### config.mk
export PLATFORM = sky130hd
export DESIGN_NAME = dca_matrix_store_arbiter_flat
export DESIGN_NICKNAME = d
export VERILOG_FILES = /design/src/rtl/dca_matrix_store_arbiter_pkg.sv /design/src/rtl/dca_matrix_store_arbiter_if.sv /design/src/rtl/dca_rr_select.sv /design/src/rtl/dca_matrix_store_arbiter.sv /design/src/flat_wrapper.sv
export SDC_FILE = /design/constraint.sdc
export NUM_CORES = 1
export LEC_CHECK = 0
export ABC_AREA = 1
export BUFFER_PORTS_ARGS = -buffer_cell sky130_fd_sc_hd__buf_4
export CORE_AREA = 2 2 51 53
export DETAILED_ROUTE_END_ITERATION = 6
export DIE_AREA = 0 0 53 55
export GPL_TIMING_DRIVEN = 0
export PLACE_DENSITY_LB_ADDON = 0.15
export SETUP_SLACK_MARGIN = 0.3
export SYNTH_ARGS = -nofsm -noshare
export SYNTH_HDL_FRONTEND = slang
export SYNTH_HIERARCHICAL = 1
export SYNTH_SLANG_ARGS = --single-unit
### constraint.sdc
create_clock -name clk -period 2 [get_ports clk]
set_input_delay 0.1 -clock clk [delete_from_list [all_inputs] [get_ports clk]]
set_output_delay 0.1 -clock clk [all_outputs]
set_load 0.005 [all_outputs]
### src/rtl/dca_matrix_store_arbiter_pkg.sv
// Shared definitions for the matrix store arbiter: FSM encodings, requester
// count limits and a small modular-add helper used for round-robin indexing.
package dca_matrix_store_arbiter_pkg;

  localparam int NUM_REQ_MIN = 2;
  localparam int NUM_REQ_MAX = 8;

  localparam logic [1:0] ST_IDLE      = 2'd0;
  localparam logic [1:0] ST_ISSUE     = 2'd1;
  localparam logic [1:0] ST_SETTLE    = 2'd2;
  localparam logic [1:0] ST_WAIT_DONE = 2'd3;

  // (a + b) mod n for operands already in 0..n-1.
  function automatic int wrap_add(input int a, input int b, input int n);
    return (a + b >= n) ? (a + b - n) : (a + b);
  endfunction

endpackage

### src/rtl/dca_matrix_store_arbiter_if.sv
// Requester and store-engine signals of the matrix store arbiter.
// master = arbiter side, slave = requesters plus store engine.
interface dca_matrix_store_arbiter_if #(
  parameter int NUM_REQ = 2
);
  localparam int IDX_W = $clog2(NUM_REQ);

  logic [NUM_REQ-1:0] req_valid;
  logic [NUM_REQ-1:0] req_accept;
  logic [NUM_REQ-1:0] req_done;
  logic [IDX_W-1:0]   grant_id;
  logic               storereg_wready;
  logic               storereg_wrequest;
  logic               engine_busy;

  modport master (
    input  req_valid, storereg_wready, engine_busy,
    output req_accept, req_done, grant_id, storereg_wrequest
  );

  modport slave (
    output req_valid, storereg_wready, engine_busy,
    input  req_accept, req_done, grant_id, storereg_wrequest
  );

endinterface

### src/rtl/dca_rr_select.sv
// Round-robin priority select: first set request at or above i_ptr, with wrap.
module dca_rr_select
  import dca_matrix_store_arbiter_pkg::*;
#(
  parameter int NUM_REQ = 2
) (
  input  logic [NUM_REQ-1:0]         i_req,
  input  logic [$clog2(NUM_REQ)-1:0] i_ptr,
  output logic [$clog2(NUM_REQ)-1:0] o_idx,
  output logic                       o_found
);
  localparam int IDX_W = $clog2(NUM_REQ);

  // Scan from the farthest distance down so the nearest hit to i_ptr wins.
  // NOTE: every combinational output gets a default first, so no path leaves it unassigned (no latch).
  always_comb begin
    o_idx   = '0;
    o_found = 1'b0;
    for (int i = NUM_REQ - 1; i >= 0; i--) begin
      if (i_req[wrap_add(int'(i_ptr), i, NUM_REQ)]) begin
        o_idx   = IDX_W'(wrap_add(int'(i_ptr), i, NUM_REQ));
        o_found = 1'b1;
      end
    end
  end

endmodule

### src/rtl/dca_matrix_store_arbiter.sv
// Round-robin arbiter granting NUM_REQ store requesters access to one
// mreg-to-store engine, with a wrapping completed-store counter.
module dca_matrix_store_arbiter
  import dca_matrix_store_arbiter_pkg::*;
#(
  parameter int NUM_REQ  = 2,
  parameter int BW_COUNT = 16
) (
  input  logic                      clk,
  input  logic                      rst,
  input  logic                      clear,
  input  logic                      enable,
  output logic                      busy,
  dca_matrix_store_arbiter_if.master bus,
  output logic [BW_COUNT-1:0]       store_count
);
  localparam int IDX_W = $clog2(NUM_REQ);

  if (NUM_REQ < NUM_REQ_MIN || NUM_REQ > NUM_REQ_MAX) begin : g_num_req_range
    $error("dca_matrix_store_arbiter: NUM_REQ must be within 2..8");
  end

  logic [1:0]          r_state;
  logic [IDX_W-1:0]    r_grant;
  logic [IDX_W-1:0]    r_rr_ptr;
  logic [BW_COUNT-1:0] r_count;
  logic                r_accept;

  logic [IDX_W-1:0]    w_sel_idx;
  logic                w_found;
  logic                w_done;

  dca_rr_select #(.NUM_REQ(NUM_REQ)) u_rr_select (
    .i_req   (bus.req_valid),
    .i_ptr   (r_rr_ptr),
    .o_idx   (w_sel_idx),
    .o_found (w_found)
  );

  // engine_busy is only looked at in WAIT_DONE; SETTLE covers the cycle where
  // the engine has not yet raised it for the request just handed over.
  assign w_done = (r_state == ST_WAIT_DONE) && !bus.engine_busy &&
                  bus.storereg_wready && enable && !clear;

  // NOTE: sequential state uses non-blocking assignments only, so every flop samples pre-edge values.
  always_ff @(posedge clk or posedge rst) begin
    if (rst) begin
      r_state  <= ST_IDLE;
      r_grant  <= '0;
      r_rr_ptr <= '0;
      r_count  <= '0;
      r_accept <= 1'b0;
    end else if (clear) begin
      r_state  <= ST_IDLE;
      r_rr_ptr <= '0;
      r_count  <= '0;
      r_accept <= 1'b0;
    end else if (enable) begin
      r_accept <= 1'b0;
      case (r_state)
        ST_IDLE: begin
          if (w_found) begin
            r_grant  <= w_sel_idx;
            r_accept <= 1'b1;
            r_state  <= ST_ISSUE;
          end
        end
        ST_ISSUE: begin
          if (bus.storereg_wready) r_state <= ST_SETTLE;
        end
        ST_SETTLE: r_state <= ST_WAIT_DONE;
        ST_WAIT_DONE: begin
          if (w_done) begin
            r_count  <= r_count + 1'b1;
            r_rr_ptr <= IDX_W'(wrap_add(int'(r_grant), 1, NUM_REQ));
            r_state  <= ST_IDLE;
          end
        end
        default: r_state <= ST_IDLE;
      endcase
    end
  end

  // The accept flag is held across enable=0 so a frozen grant still pulses once.
  always_comb begin
    bus.req_accept = '0;
    bus.req_done   = '0;
    if (r_accept && enable && !clear) bus.req_accept[r_grant] = 1'b1;
    if (w_done) bus.req_done[r_grant] = 1'b1;
  end

  assign bus.storereg_wrequest = (r_state == ST_ISSUE) && enable;
  assign bus.grant_id          = r_grant;
  assign busy                  = (r_state != ST_IDLE);
  assign store_count           = r_count;

endmodule

### src/flat_wrapper.sv
// flat-port wrapper written by rule: the top's interface ports become plain ports
module dca_matrix_store_arbiter_flat import dca_matrix_store_arbiter_pkg::*;
#(
  parameter int NUM_REQ  = 2,
  parameter int BW_COUNT = 16
)
  (clk, rst, clear, enable, busy, store_count, bus_req_valid, bus_storereg_wready, bus_engine_busy, bus_req_accept, bus_req_done, bus_grant_id, bus_storereg_wrequest);
  dca_matrix_store_arbiter_if #(.NUM_REQ(NUM_REQ)) bus_i ();
  input  logic clk;
  input  logic rst;
  input  logic clear;
  input  logic enable;
  output logic busy;
  output logic [BW_COUNT-1:0] store_count;
  input wire logic [$bits(bus_i.req_valid)-1:0] bus_req_valid;
  input wire logic [$bits(bus_i.storereg_wready)-1:0] bus_storereg_wready;
  input wire logic [$bits(bus_i.engine_busy)-1:0] bus_engine_busy;
  output wire logic [$bits(bus_i.req_accept)-1:0] bus_req_accept;
  output wire logic [$bits(bus_i.req_done)-1:0] bus_req_done;
  output wire logic [$bits(bus_i.grant_id)-1:0] bus_grant_id;
  output wire logic [$bits(bus_i.storereg_wrequest)-1:0] bus_storereg_wrequest;
  assign bus_i.req_valid = bus_req_valid;
  assign bus_i.storereg_wready = bus_storereg_wready;
  assign bus_i.engine_busy = bus_engine_busy;
  assign bus_req_accept = bus_i.req_accept;
  assign bus_req_done = bus_i.req_done;
  assign bus_grant_id = bus_i.grant_id;
  assign bus_storereg_wrequest = bus_i.storereg_wrequest;
  dca_matrix_store_arbiter #(.NUM_REQ(NUM_REQ), .BW_COUNT(BW_COUNT)) u_core (.clk(clk), .rst(rst), .clear(clear), .enable(enable), .busy(busy), .bus(bus_i), .store_count(store_count));
endmodule
Yosys cells after proc, flatten, opt, wreduce, memory -nomap -nowiden --
Index checks and enable logic that the tools add are counted. Widths: inputs -> output; s select.
Storage, ports and cells: output and inout port bits 23, input bits 8, flip-flop bits (word level) 21, logic and storage cells 78
Operators by class: magnitude comparators 7, muxes and demuxes 35, reduce and logical (&&, ||, !) cells 18, equal/unequal tests 6, bitwise logic cells 1, add/subtract/negate cells 6
Operators by type and width (number):
- $lt 32x3->1 const B | 2
- $mux 16 | 4
- $mux 32 | 2
- $ge 32x3->1 const B | 1
- $sub 32x3->32 const B | 1
- $mux 1 | 20
- $add 16x1->16 const B | 1
- $mux 2 | 7
- $logic_and 1x1->1 | 8
- $pmux 2 s4 | 1
- $reduce_and 4->1 | 2
- $reduce_bool 2->1 | 4
- $ne 3x3->1 const B | 2
- $add 1x1->2 const B | 2
- $eq 2x2->1 const B | 2
- $ne 3x2->1 const B | 1
- $reduce_and 3->1 | 1
- $sub 1x2->3 const B | 1
- $eq 2x1->1 const B | 1
- $ge 1x2->1 const B | 1
- $ge 2x2->1 const B | 1
- $logic_not 1->1 | 2
- $logic_not 2->1 | 1
- $lt 1x2->1 const B | 1
- other kinds (4) | 4

Longest topological paths before layout --
Gate-level depths: netlist of run 1.
depth in word-level cells 12, mapped depth 9

By module --
The synthesis of run 1 kept the hierarchy.
By module, submodules not included:
- dca_matrix_store_arbiter | seq. area each 525.5 µm², cells each 170, area an instance 1247.4 µm², times used 1
- dca_rr_select | seq. area each 0.0 µm², cells each 4, area an instance 18.8 µm², times used 1

Worst setup path before layout of run 1 --
OpenSTA, ideal clock, no wires.
kind reg-to-reg, start point register u_core.r_state[0], end point register u_core.r_count[13], in the netlist u_core/store_count[13], data arrival time 1.169 ns, period minus slack after synthesis 1.288 ns, path buffers 0, setup time 0.119 ns, cell stages (with the launch flop) 9, slack 0.712 ns, required time 1.881 ns, cells stage by stage dfrtp_1 -> ha_1 -> nand2_2 -> nor2_8 -> nand2_4 -> nor2_2 -> nand3_1 -> nand2_1 -> nor2_1
On the way: longest elaborated chain between the ends 7, elaborated cells on any way between the ends 8, classes of those cells eq/ne (1); reduce/logical (7)
Ends and longest elaborated chain:
- from (decl) | line dca_matrix_store_arbiter.sv:23 | logic [1:0] r_state;
- from (signal assigned) | line dca_matrix_store_arbiter.sv:48 | r_state <= ST_IDLE;
- from (signal assigned) | line dca_matrix_store_arbiter.sv:54 | r_state <= ST_IDLE;
- from (signal assigned) | line dca_matrix_store_arbiter.sv:65 | r_state <= ST_ISSUE;
- $eq 2x2->1 * | line dca_matrix_store_arbiter.sv:42, dca_matrix_store_arbiter.sv:60
- $logic_and 1x1->1 (2 in series) | line dca_matrix_store_arbiter.sv:42 | assign w_done = (r_state == ST_WAIT_DONE) && !bus.engine_busy &&
- $logic_and 1x1->1 (2 in series) | line dca_matrix_store_arbiter.sv:43 | bus.storereg_wready && enable && !clear;
- $reduce_bool 2->1 (no line)
- $reduce_and 3->1 (no line) *
- to (signal assigned) | line dca_matrix_store_arbiter.sv:74 | r_count <= r_count + 1'b1;
- to (decl) | line dca_matrix_store_arbiter.sv:26 | logic [BW_COUNT-1:0] r_count;
Every way passes the cells marked *; elsewhere a longest branch is shown, timed or not. A chain may end at the register's enable or synchronous reset.

Final worst setup path of run 1 --
start point register u_core.r_state[1], end point output port bus_req_done[0]
On the way: longest elaborated chain between the ends 6
Ends and longest elaborated chain:
- $eq 2x2->1 | line dca_matrix_store_arbiter.sv:42
- $logic_and 1x1->1 (2 in series) | line dca_matrix_store_arbiter.sv:42
- $logic_and 1x1->1 (2 in series) | line dca_matrix_store_arbiter.sv:43
- $mux 2 | line dca_matrix_store_arbiter.sv:89 | if (w_done) bus.req_done[r_grant] = 1'b1;
- to (decl) | line flat_wrapper.sv:19 | output wire logic [$bits(bus_i.req_done)-1:0] bus_req_done;
Every way passes these cells.

==> results of run 1 <==
-- worst min path at each step --
stage	startpoint	end	slack, ps	cells after the start
finish	enable	u_core/r_accept	3	2
global route	enable	u_core/r_accept	3	2
floorplan	rst	u_core/bus.grant_id	80	1
global placement	rst	u_core/r_state[0]	300	2
CTS	enable	u_core/r_accept	2	2
detailed placement	rst	u_core/r_state[0]	300	2
-- placed cells by master (no fill, tap or decap) --
master,synthesis,layout
o2111ai_1,1,1
a21oi_1,8,8
buf_2,1,1
nand2_1,44,43
clkbuf_1,1,1
nor3_1,2,2
nor2_1,33,33
inv_1,25,25
clkbuf_4,0,3
nand3_4,1,1
clkinv_2,0,1
o21a_1,1,1
o21ai_0,6,6
nand4_1,3,3
nand3_1,9,9
buf_4,0,38
dlygate4sd3_1,0,2
ha_2,0,1
nor2_2,3,3
dfrtp_1,21,21
nand2_2,3,4
ha_1,5,4
nor2_8,1,1
inv_2,1,1
or2_1,1,1
nand2_4,1,1
o31ai_1,1,1
nor2_4,2,2
-- layout make-up --
type	count	area, µm²	area share, %
multi-input combinational	125	639	38.9
timing repair buffer	40	305	18.6
tap	30	37.5	2.29
inverter	26	97.6	5.95
sequential	21	526	32.0
buffer	2	8.76	0.534
clock buffer	3	22.5	1.37
clock inverter	1	5.00	0.305
-- through the flow --
| stage | worst slack, ps | hold slack, ps |
|---|---|---|
| floorplan | 712 | 76.5 |
| global placement | 594 | 304 |
| detailed placement | 564 | 302 |
| CTS | 318 | 1.79 |
| global route | 321 | 2.84 |
| finish | 430 | 3.26 |
-- per-layer routing --
metal,up-vias,routed length [µm]
li1,627,-
met1,547,1180
met2,21,1470
met3,4,106
met4,0,25
met5,-,0
-- power by group through the flow --
stage | logic [W] | clock network [W] | registers, W
finish | 0.000138 | 0.000210 | 0.000452
global route | 0.000159 | 0.000229 | 0.000453
CTS | 0.000121 | 0.000217 | 0.000452
detailed placement | 0.000117 | 0 | 0.000460
global placement | 0.000111 | 0 | 0.000460
floorplan | 0.0000647 | 0 | 0.000459
-- cells by family (layout without fill, tap and decap cells) --
group | count (synthesis) | in the layout | share of synthesized area, %
flip-flops | 21 | 21 | 41.5
AND/OR/NAND/NOR | 103 | 103 | 37.7
AO/OA/AOI/OAI | 17 | 17 | 7.41
buffers and inverters | 28 | 72 | 8.40
adder cells (fa/ha/maj) | 5 | 5 | 4.94
-- what timing repair did --
action	in CTS	in global routing
setup buffers	0	8
resized for setup	0	2
hold endpoints to repair	22	0
pin swaps	1	1
hold buffers	2	0
endpoints found under the setup margin	2	2
gates cloned	0	0
-- sequential cells by signal (all words and copies together) (netlist names) --
name,count
u_core/bus.grant_id,1
u_core/r_accept,1
u_core/r_rr_ptr,1
u_core/r_state,2
u_core/store_count,16
==> reports/summary.txt, run 1 <==
TritonCTS clock tree -> done
combinational power share -> 17.3%
Yosys top cell area share -> 41.5%
clock power share -> 26.3%
global-route wire length before repair -> 4140 µm
met3 usage in global routing -> 2.15%
worst min path class -> in2reg
TritonCTS buffer count -> 3
# diodes -> 0
CTS max path bufs -> 2
reg2reg start -> u_core/r_state[1]
internal power -> 0.000578 W
register area share after synthesis -> 41.5%
DRT iter0 DRCs -> 13
flops & latches, synth -> 21
vias in the first global route -> 1021
Top FF cell, synth -> dfrtp_1
fin nets -> 232
Final min period -> 1570 ps
unrepaired setup endpoints after global routing -> false
ys async rst share -> 100%
crit path max-delay cell type -> dfrtp_1
Area Growth Syn to Fin -> 29.6%
Final Core Density -> 69.4%
CP Launch Type -> flip-flop
GR peak layer -> met2
GR Layer Usage met2 -> 37.5%
r2r worst-path depth -> 9
Synth area leader -> dfrtp_1
FMAX -> 637 MHz
Residual DRC -> 0
final setup vio count -> 0
Post-Layout Cell Count -> 248
Clock transition at path regs -> 130 ps
critical path class -> reg2out
max incr delay on CP -> 410 ps
warning count from the yosys run -> 6
R2R setup slack -> 500 ps
critical path fanouts, max -> 7
HPWL after DPL -> 2040 µm
worst setup path start -> u_core/r_state[1]
Max-Cap Viols -> 0
Die Wd -> 53 µm
CP bufs+invs -> 1
fillers -> 205
Routed WL -> 2780 µm
Worst Path Required -> 1900 ps
Setup Skew -> 14.3 ps
Root Driver -> clkbuf_4
post-synth cell types -> 23
Synth area leaders -> dfrtp_1 42%, nand2_1 13%, nor2_1 9.8%
Tightest Pin Transition -> 782 ps
core box area -> 0.00236 mm²
Post-synth EDFFs -> 0
top post-synthesis cells by count -> 44 x nand2_1, 33 x nor2_1, 25 x inv_1, 21 x dfrtp_1, 9 x nand3_1
Clock Sinks -> 21
Clk Latency, worst-skew pair -> 310 ps
fin crit share -> 78.5%
CTS H-Tree Depth -> 1
Flop pwr share -> 56.4%
cell breakdown of the critical path -> ha_2 > nand2_2 > nor2_8 > nand2_2 > nor2_1 > buf_4
num rows -> 18
setup TNS -> 0 ps
Post-Synthesis Cells -> 174
status -> finished, final reports clean
WP depth -> 6
post-detailed-route wirelength per cell -> 11.2 µm
Max IR drop VDD -> 0.484 mV
grt ovf -> 0
Final Hold Viols -> 0
gpl congestion -> 0.756
layout cell share with drive strength beyond 1 -> 26.1%
CP arrival -> 1470 ps
DRT Pass-1 Iters -> 4
I/O pin count -> 31
Cell Pwr Density -> 487 mW/mm²
Placed Cells -> 234
count leader, synth -> nand2_1
Post-DRT Antenna Nets -> 0
Avg Inst Size Synth -> 7.28 µm²
Setup crit end -> bus_req_done[0]
Leak -> 0.872 nW
met1 GRT Util -> 22.2%
area post-placement -> 0.00153 mm²
max-slew violation count -> 0
Starting Density -> 53.5%
largest net degree at the start of global routing -> 22
vias per std cell -> 4.83
Syn Nets -> 187
Total GRT Usage -> 19.6%
net switching power -> 0.000221 W
Critical Path End Type -> primary output
Port Buffers -> 30
Die ar. -> 0.00292 mm²
routed via count -> 1199
initial antenna violation count -> 0
Mapped Area -> 0.00127 mm²
most frequent cell on the critical path -> nand2_2
Slew headroom -> 47.8%
Die Height -> 55 µm
sw frac -> 27.7%
worst r2r dst -> u_core/store_count[13]
Pwr Total -> 0.000800 W
family with the most delay on the worst path -> simple AND/OR/NAND/NOR gates
fin area -> 0.00164 mm²
Power figures use the tool's default switching activity.
==> inputs of run 2 (changes only) <==
ABC_AREA = 0   (was 1)
CORE_AREA = 2 2 52 54   (was 2 2 51 53)
DIE_AREA = 0 0 54 56   (was 0 0 53 55)
clock period = 1.6 ns   (was 2 ns; I/O delays follow)
==> reports/summary.txt, run 2 <==
Area Growth Syn to Fin -> 47.9%
Final min period -> 1670 ps
Placed Cells -> 183 (-22%)
global-route wire length before repair -> 4350 µm (+5.1%)
flops & latches, synth -> 21 (unchanged)
vias in the first global route -> 972 (-4.8%)
wire length on met1 -> 1290 µm (+9.4%)
Die Height -> 56 µm (+1.8%)
Yosys top cell area share -> 44.4% (+2.9 points)
WL met2 -> 1410 µm (-4.1%)
Tightest Pin Transition -> 808 ps (+25.6 ps)
fillers -> 187 (-8.8%)
I/O pin count -> 31 (unchanged)
Slew headroom -> 46.1% (-1.7 points)
Setup Skew -> 7.83 ps (-6.45 ps)
Max-Cap Viols -> 0 (unchanged)
fin nets -> 181 (-22%)
violated checks -> negative setup slack
vias per std cell -> 5.40 (+12%)
DRT Pass-1 Iters -> 6 (+2)
warning count from the yosys run -> 6 (unchanged)
Final Core Density -> 71.9% (+2.5 points)
Post-Synthesis Cells -> 123 (-29%)
Port Buffers -> 30 (unchanged)
ys async rst share -> 100% (unchanged)
commonest cells after routing, fill and taps aside -> 32 x buf_4, 19 x dfrtp_1, 14 x nor2_1, 7 x xor2_1
Die ar. -> 0.00302 mm² (+3.7%)
critical path fanouts, max -> 5 (-2)
final setup vio count -> 4 (+4)
top post-synthesis cells by count -> 21 x dfrtp_1, 15 x nor2_1, 9 x nand2_1, 8 x a21oi_1
initial antenna violation count -> 0 (unchanged)
Final Hold Viols -> 0 (unchanged)
Die Wd -> 54 µm (+1.9%)
Adder-Cell Fraction of Synth Area -> 5.29% (+0.35 points)
Max IR drop VDD -> 0.419 mV (-14%)
Routed WL -> 2800 µm (+0.65%)
Setup crit end -> u_core/store_count[13]
gpl congestion -> 0.704 (-6.9%)
final setup margin -> -72.1 ps (-502 ps)
Critical Path End Type -> flip-flop
Clock Sinks -> 21 (unchanged)
CTS H-Tree Depth -> 1 (unchanged)
worst setup path start -> u_core/r_state[1]
Syn Nets -> 136 (-27%)
register area share after synthesis -> 44.4% (+2.9 points)
highest metal used -> met4
unrepaired setup endpoints after global routing -> true
metal3 WL -> 82 µm (-23%)
post-detailed-route wirelength per cell -> 14.2 µm (+27%)
DRT iter0 DRCs -> 8 (-5)
max FFs per register -> 16 (unchanged)
Mapped Area -> 0.00118 mm² (-6.6%)
routed via count -> 1064 (-11%)
r2r worst-path depth -> 6 (-3)
Total GRT Usage -> 18.9% (-0.65 points)
core box area -> 0.00243 mm² (+2.9%)
Leak -> 0.848 nW (-2.8%)
mux share of post-synthesis cell area -> 1.80% (+1.8 points)
Post-Layout Cell Count -> 197 (-21%)
num rows -> 18 (unchanged)
post-synth cell types -> 32 (+39%)
pre-CTS WS -> -90.1 ps (-654 ps)
CP arrival -> 1920 ps (+450 ps)
Worst Path Required -> 1840 ps (-60 ps)
worst min path class -> in2reg
Clock transition at path regs -> 120 ps (about the same)
Root Driver -> clkbuf_4
largest family of logic cells by synthesized area -> simple AND/OR/NAND/NOR gates
CTS max path bufs -> 2 (unchanged)
xor and xnor area share after synthesis -> 6.67% (+6.7 points)
Synth Area in Compound Gates -> 11.2% (+3.8 points)
FMAX -> 598 MHz
Cell Pwr Density -> 597 mW/mm² (+22%)
# diodes -> 0 (unchanged)
Simple-Gate Fraction of Synth Area -> 26.7% (-11 points)
TritonCTS clock tree -> done
commonest non-fill, non-tap cell in the layout -> buf_4
Synth area leaders -> dfrtp_1 44%, ha_1 5.3%, xor2_1 5.2%
critical path class -> reg2reg
R2R setup slack -> -70 ps (-570 ps)
Post-synth EDFFs -> 0 (unchanged)
fin crit share -> 105%
grt ovf -> 0 (unchanged)
Synth area leader -> dfrtp_1
layout cell share with drive strength beyond 1 -> 46.1% (+20 points)
Starting Density -> 48.6% (-4.9 points)
TritonCTS buffer count -> 3 (unchanged)
HPWL after DPL -> 1850 µm (-9.4%)
reg2reg start -> u_core/r_state[1]
Post-DRT Antenna Nets -> 0 (unchanged)
Clk Latency, worst-skew pair -> 310 ps (about the same)
count leader, synth -> dfrtp_1
status -> complete, but fails checks
worst r2r dst -> u_core/store_count[13]
Residual DRC -> 0 (unchanged)
Pwr Total -> 0.00104 W (+30%)
Avg Inst Size Synth -> 9.61 µm² (+32%)
max-slew violation count -> 0 (unchanged)
Top FF cell, synth -> dfrtp_1
CP Launch Type -> flip-flop
largest net degree at the start of global routing -> 22 (unchanged)
-- run 2: cell count changes after synthesis, moves of 5 or more --
cell,delta
nand2_1,-35
nor2_1,-18
nand3_1,-5
inv_1,-18
and3_1,+5
xor2_1,+7
or3_1,+6
-- run 2: stage by stage --
| stage | cell area (µm²) | hold WS (ps) | setup TNS [ps] |
|---|---|---|---|
| after floorplan | 1260 | 56.5 | 0 |
| after global placement | 1520 | 271 | -119 |
| after detailed placement | 1520 | 289 | -239 |
| after CTS | 1670 | 65.8 | -167 |
| after global routing | 1750 | 74.6 | -763 |
| final | 1750 | 89.7 | -208 |
-- run 2: area by class of cell --
cell class,instances,area (µm²),share of cell area [%]
well taps,30,37.5,2.15
clock buffers,3,22.5,1.29
clock inverters,1,5.00,0.286
inverters,7,28.8,1.65
plain buffers,4,33.8,1.93
repair buffers,40,337,19.2
multi-input cells,91,757,43.3
flip-flops and latches,21,528,30.2
-- run 2: worst min path at each step --
| stage | cells past startpoint | from | endpoint |
|---|---|---|---|
| after CTS | 3 | enable | u_core/r_accept |
| final | 3 | enable | u_core/r_accept |
| after global routing | 3 | enable | u_core/r_accept |
| after detailed placement | 2 | rst | u_core/r_state[0] |
| after global placement | 2 | rst | u_core/store_count[13] |
| after floorplan | 1 | rst | u_core/bus.grant_id |
-- run 2: metal layers --
layer  vias up  GRT usage (%)
met5         -              0
met4         0           5.36
met3         2           2.42
met2        16           30.1
met1       527           26.5
li1        519              -
-- run 2: logic make-up (layout without fill, tap and decap cells) --
family | count (synthesis) | in the layout
adders and majority gates | 5 | 5
xor gates and xnor gates | 9 | 9
DFF | 21 | 21
and+or+nand+nor | 56 | 56
buffers and inverters | 11 | 55
muxes | 2 | 2
AOI/OAI and AO/OA | 19 | 19
-- run 2: where the power goes --
part	switching [W]	internal, W
logic	0.0000988	0.000119
registers	0.0000212	0.000545
clock network	0.000166	0.0000933
-- run 2: critical path: stages (launching register included) --
cell     delay (ps)
dfrtp_1         430
ha_4            170
and4b_1         210
buf_6           140
nand4_1         140
or3_1           380
a21oi_2         140
-- run 2: repair_timing --
| action | in CTS | in global routing |
|---|---|---|
| pin swaps | 3 | 2 |
| cloned | 0 | 0 |
| gates resized for setup | 14 | 14 |
| hold endpoints to repair | 22 | 0 |
| buffers inserted | 6 | 2 |
| hold buffers | 2 | 0 |
| setup endpoints to repair | 24 | 25 |
==> inputs of run 3 (changes only) <==
RECOVER_POWER = 50   (was unset)
==> reports/summary.txt, run 3 (synthesis gave the netlist of run 2 again) <==
Leak -> 0.835 nW (-1.5%)
CTS max path bufs -> 2 (unchanged)
unrepaired setup endpoints after global routing -> true
Die Height -> 56 µm (unchanged)
grt ovf -> 0 (unchanged)
vias in the first global route -> 972 (unchanged)
Max-Cap Viols -> 0 (unchanged)
layout cell share with drive strength beyond 1 -> 45.5% (-0.60 points)
core box area -> 0.00243 mm² (unchanged)
critical path class -> reg2reg
final setup vio count -> 4 (unchanged)
Clock Sinks -> 21 (unchanged)
Routed WL -> 2820 µm (+0.61%)
Area Growth Syn to Fin -> 47.6%
Tightest Pin Transition -> 806 ps (-1.71 ps)
Final min period -> 1670 ps (-2.51 ps)
CP Launch Type -> flip-flop
Critical Path End Type -> flip-flop
Worst Path Required -> 1850 ps (about the same)
Final Hold Viols -> 0 (unchanged)
Die Wd -> 54 µm (unchanged)
fin crit share -> 104% (-0.16 points)
Root Driver -> clkbuf_4
critical path fanouts, max -> 5 (unchanged)
commonest cells after routing, fill and taps aside -> 19 x clkbuf_4, 19 x dfrtp_1, 15 x buf_4, 14 x nor2_1, 7 x xor2_1
Setup Skew -> 10.9 ps (+3.11 ps)
reg2reg start -> u_core/r_state[1]
Clk Latency, worst-skew pair -> 310 ps (about the same)
Clock transition at path regs -> 130 ps (about the same)
Flop pwr share -> 54.1% (-0.2 points)
Slew headroom -> 46.2% (+0.11 points)
num rows -> 18 (unchanged)
max FFs per register -> 16 (unchanged)
internal power -> 0.000757 W (about the same)
DRT Pass-1 Iters -> 4 (-2)
CTS H-Tree Depth -> 1 (unchanged)
largest net degree at the start of global routing -> 22 (unchanged)
max-slew violation count -> 0 (unchanged)
global-route wire length before repair -> 4350 µm (unchanged)
hold_sp -> enable
WL met2 -> 1410 µm (-0.50%)
worst setup path start -> u_core/r_state[1]
Max IR drop VDD -> 0.419 mV (+0.19%)
metal3 WL -> 110 µm (+34%)
combinational power share -> 20.8% (about the same)
Total GRT Usage -> 18.9% (unchanged)
vias per std cell -> 5.40 (about the same)
status -> complete, but fails checks
CP arrival -> 1920 ps (about the same)
Post-Layout Cell Count -> 197 (unchanged)
worst min path class -> in2reg
TritonCTS buffer count -> 3 (unchanged)
FMAX -> 599 MHz (+0.15%)
Die ar. -> 0.00302 mm² (unchanged)
Placed Cells -> 183 (unchanged)
gpl congestion -> 0.704 (unchanged)
wire length on met1 -> 1290 µm (-0.23%)
TritonCTS clock tree -> done
net switching power -> 0.000289 W (+1.1%)
Cell Pwr Density -> 599 mW/mm² (+0.46%)
Post-DRT Antenna Nets -> 0 (unchanged)
initial antenna violation count -> 0 (unchanged)
highest metal used -> met4
violated checks -> negative setup slack
Residual DRC -> 0 (unchanged)
sw frac -> 27.7% (+0.23 points)
post-detailed-route wirelength per cell -> 14.3 µm (+0.61%)
# diodes -> 0 (unchanged)
I/O pin count -> 31 (unchanged)
Starting Density -> 48.6% (unchanged)
routed via count -> 1063 (-0.094%)
setup TNS -> -227 ps (-19.0 ps)
fin nets -> 181 (unchanged)
Port Buffers -> 30 (unchanged)
final setup margin -> -69.5 ps (+2.51 ps)
HPWL after DPL -> 1850 µm (unchanged)
DRT iter0 DRCs -> 7 (-1)
Final Core Density -> 71.8% (-0.15 points)
clock power share -> 25.1% (+0.2 points)
## run 3: cell types whose count changed in the layout (fill, tap and decap cells not counted), sizes merged
| cell | delta |
|---|---|
| clkbuf | +17 |
| buf | -17 |
## run 3: what timing repair did
| item | in CTS | in global routing |
|---|---|---|
| resized for setup | 14 | 14 |
| endpoints found under the setup margin | 24 | 25 |
| hold buffers | 2 | 0 |
| setup buffers | 6 | 2 |
| endpoints found under the hold margin | 22 | 0 |
| pin swaps | 3 | 2 |
## run 3: cell type report
class | instances | area [µm²]
plain buffers | 4 | 33.8
clock buffers | 3 | 22.5
clock inverters | 1 | 5.00
fillers | 189 | 687
inverters | 7 | 28.8
multi-input cells | 91 | 757
flip-flops and latches | 21 | 528
well taps | 30 | 37.5
repair buffers | 40 | 333
## run 3: path summary, 6_finish.rpt
check	to	slack, ps	cells past startpoint
worst min register to register	u_core/store_count[15]	570	2
worst max-delay path	u_core/store_count[13]	-70	6
max in group asynchronous	u_core/store_count[0]	570	3
worst min-delay path	u_core/r_accept	90	3
min in group asynchronous	u_core/store_count[12]	460	3
worst max register to register	u_core/store_count[13]	-70	6
## run 3: routing by layer
layer | vias to the layer above | track usage, %
li1 | 518 | -
met1 | 515 | 26.5
met2 | 28 | 30.1
met3 | 2 | 2.42
met4 | 0 | 5.36
met5 | - | 0
## run 3: metrics by stage
step | cell area, µm² | setup slack, ps | hold WS (ps) | power [W]
global route | 1750 | -140 | 74.6 | 0.00110
CTS | 1670 | -64.4 | 65.8 | 0.00104
global placement | 1520 | -41.8 | 271 | 0.000718
floorplan | 1260 | 82.8 | 56.5 | 0.000661
finish | 1750 | -69.5 | 90.1 | 0.00105
detailed placement | 1520 | -90.1 | 289 | 0.000723
## run 3: worst max-delay path: stages, from the launching register on
cell,delay [ps]
dfrtp_1,440
ha_4,170
and4b_1,210
buf_6,140
nand4_1,140
or3_1,380
a21oi_2,140
## run 3: power groups by stage
stage,combinational (W),sequential [W],clock [W]
floorplan,0.0000890,0.000572,0
global placement,0.000143,0.000574,0
detailed placement,0.000148,0.000575,0
CTS,0.000203,0.000565,0.000268
global route,0.000234,0.000569,0.000293
finish,0.000218,0.000566,0.000262
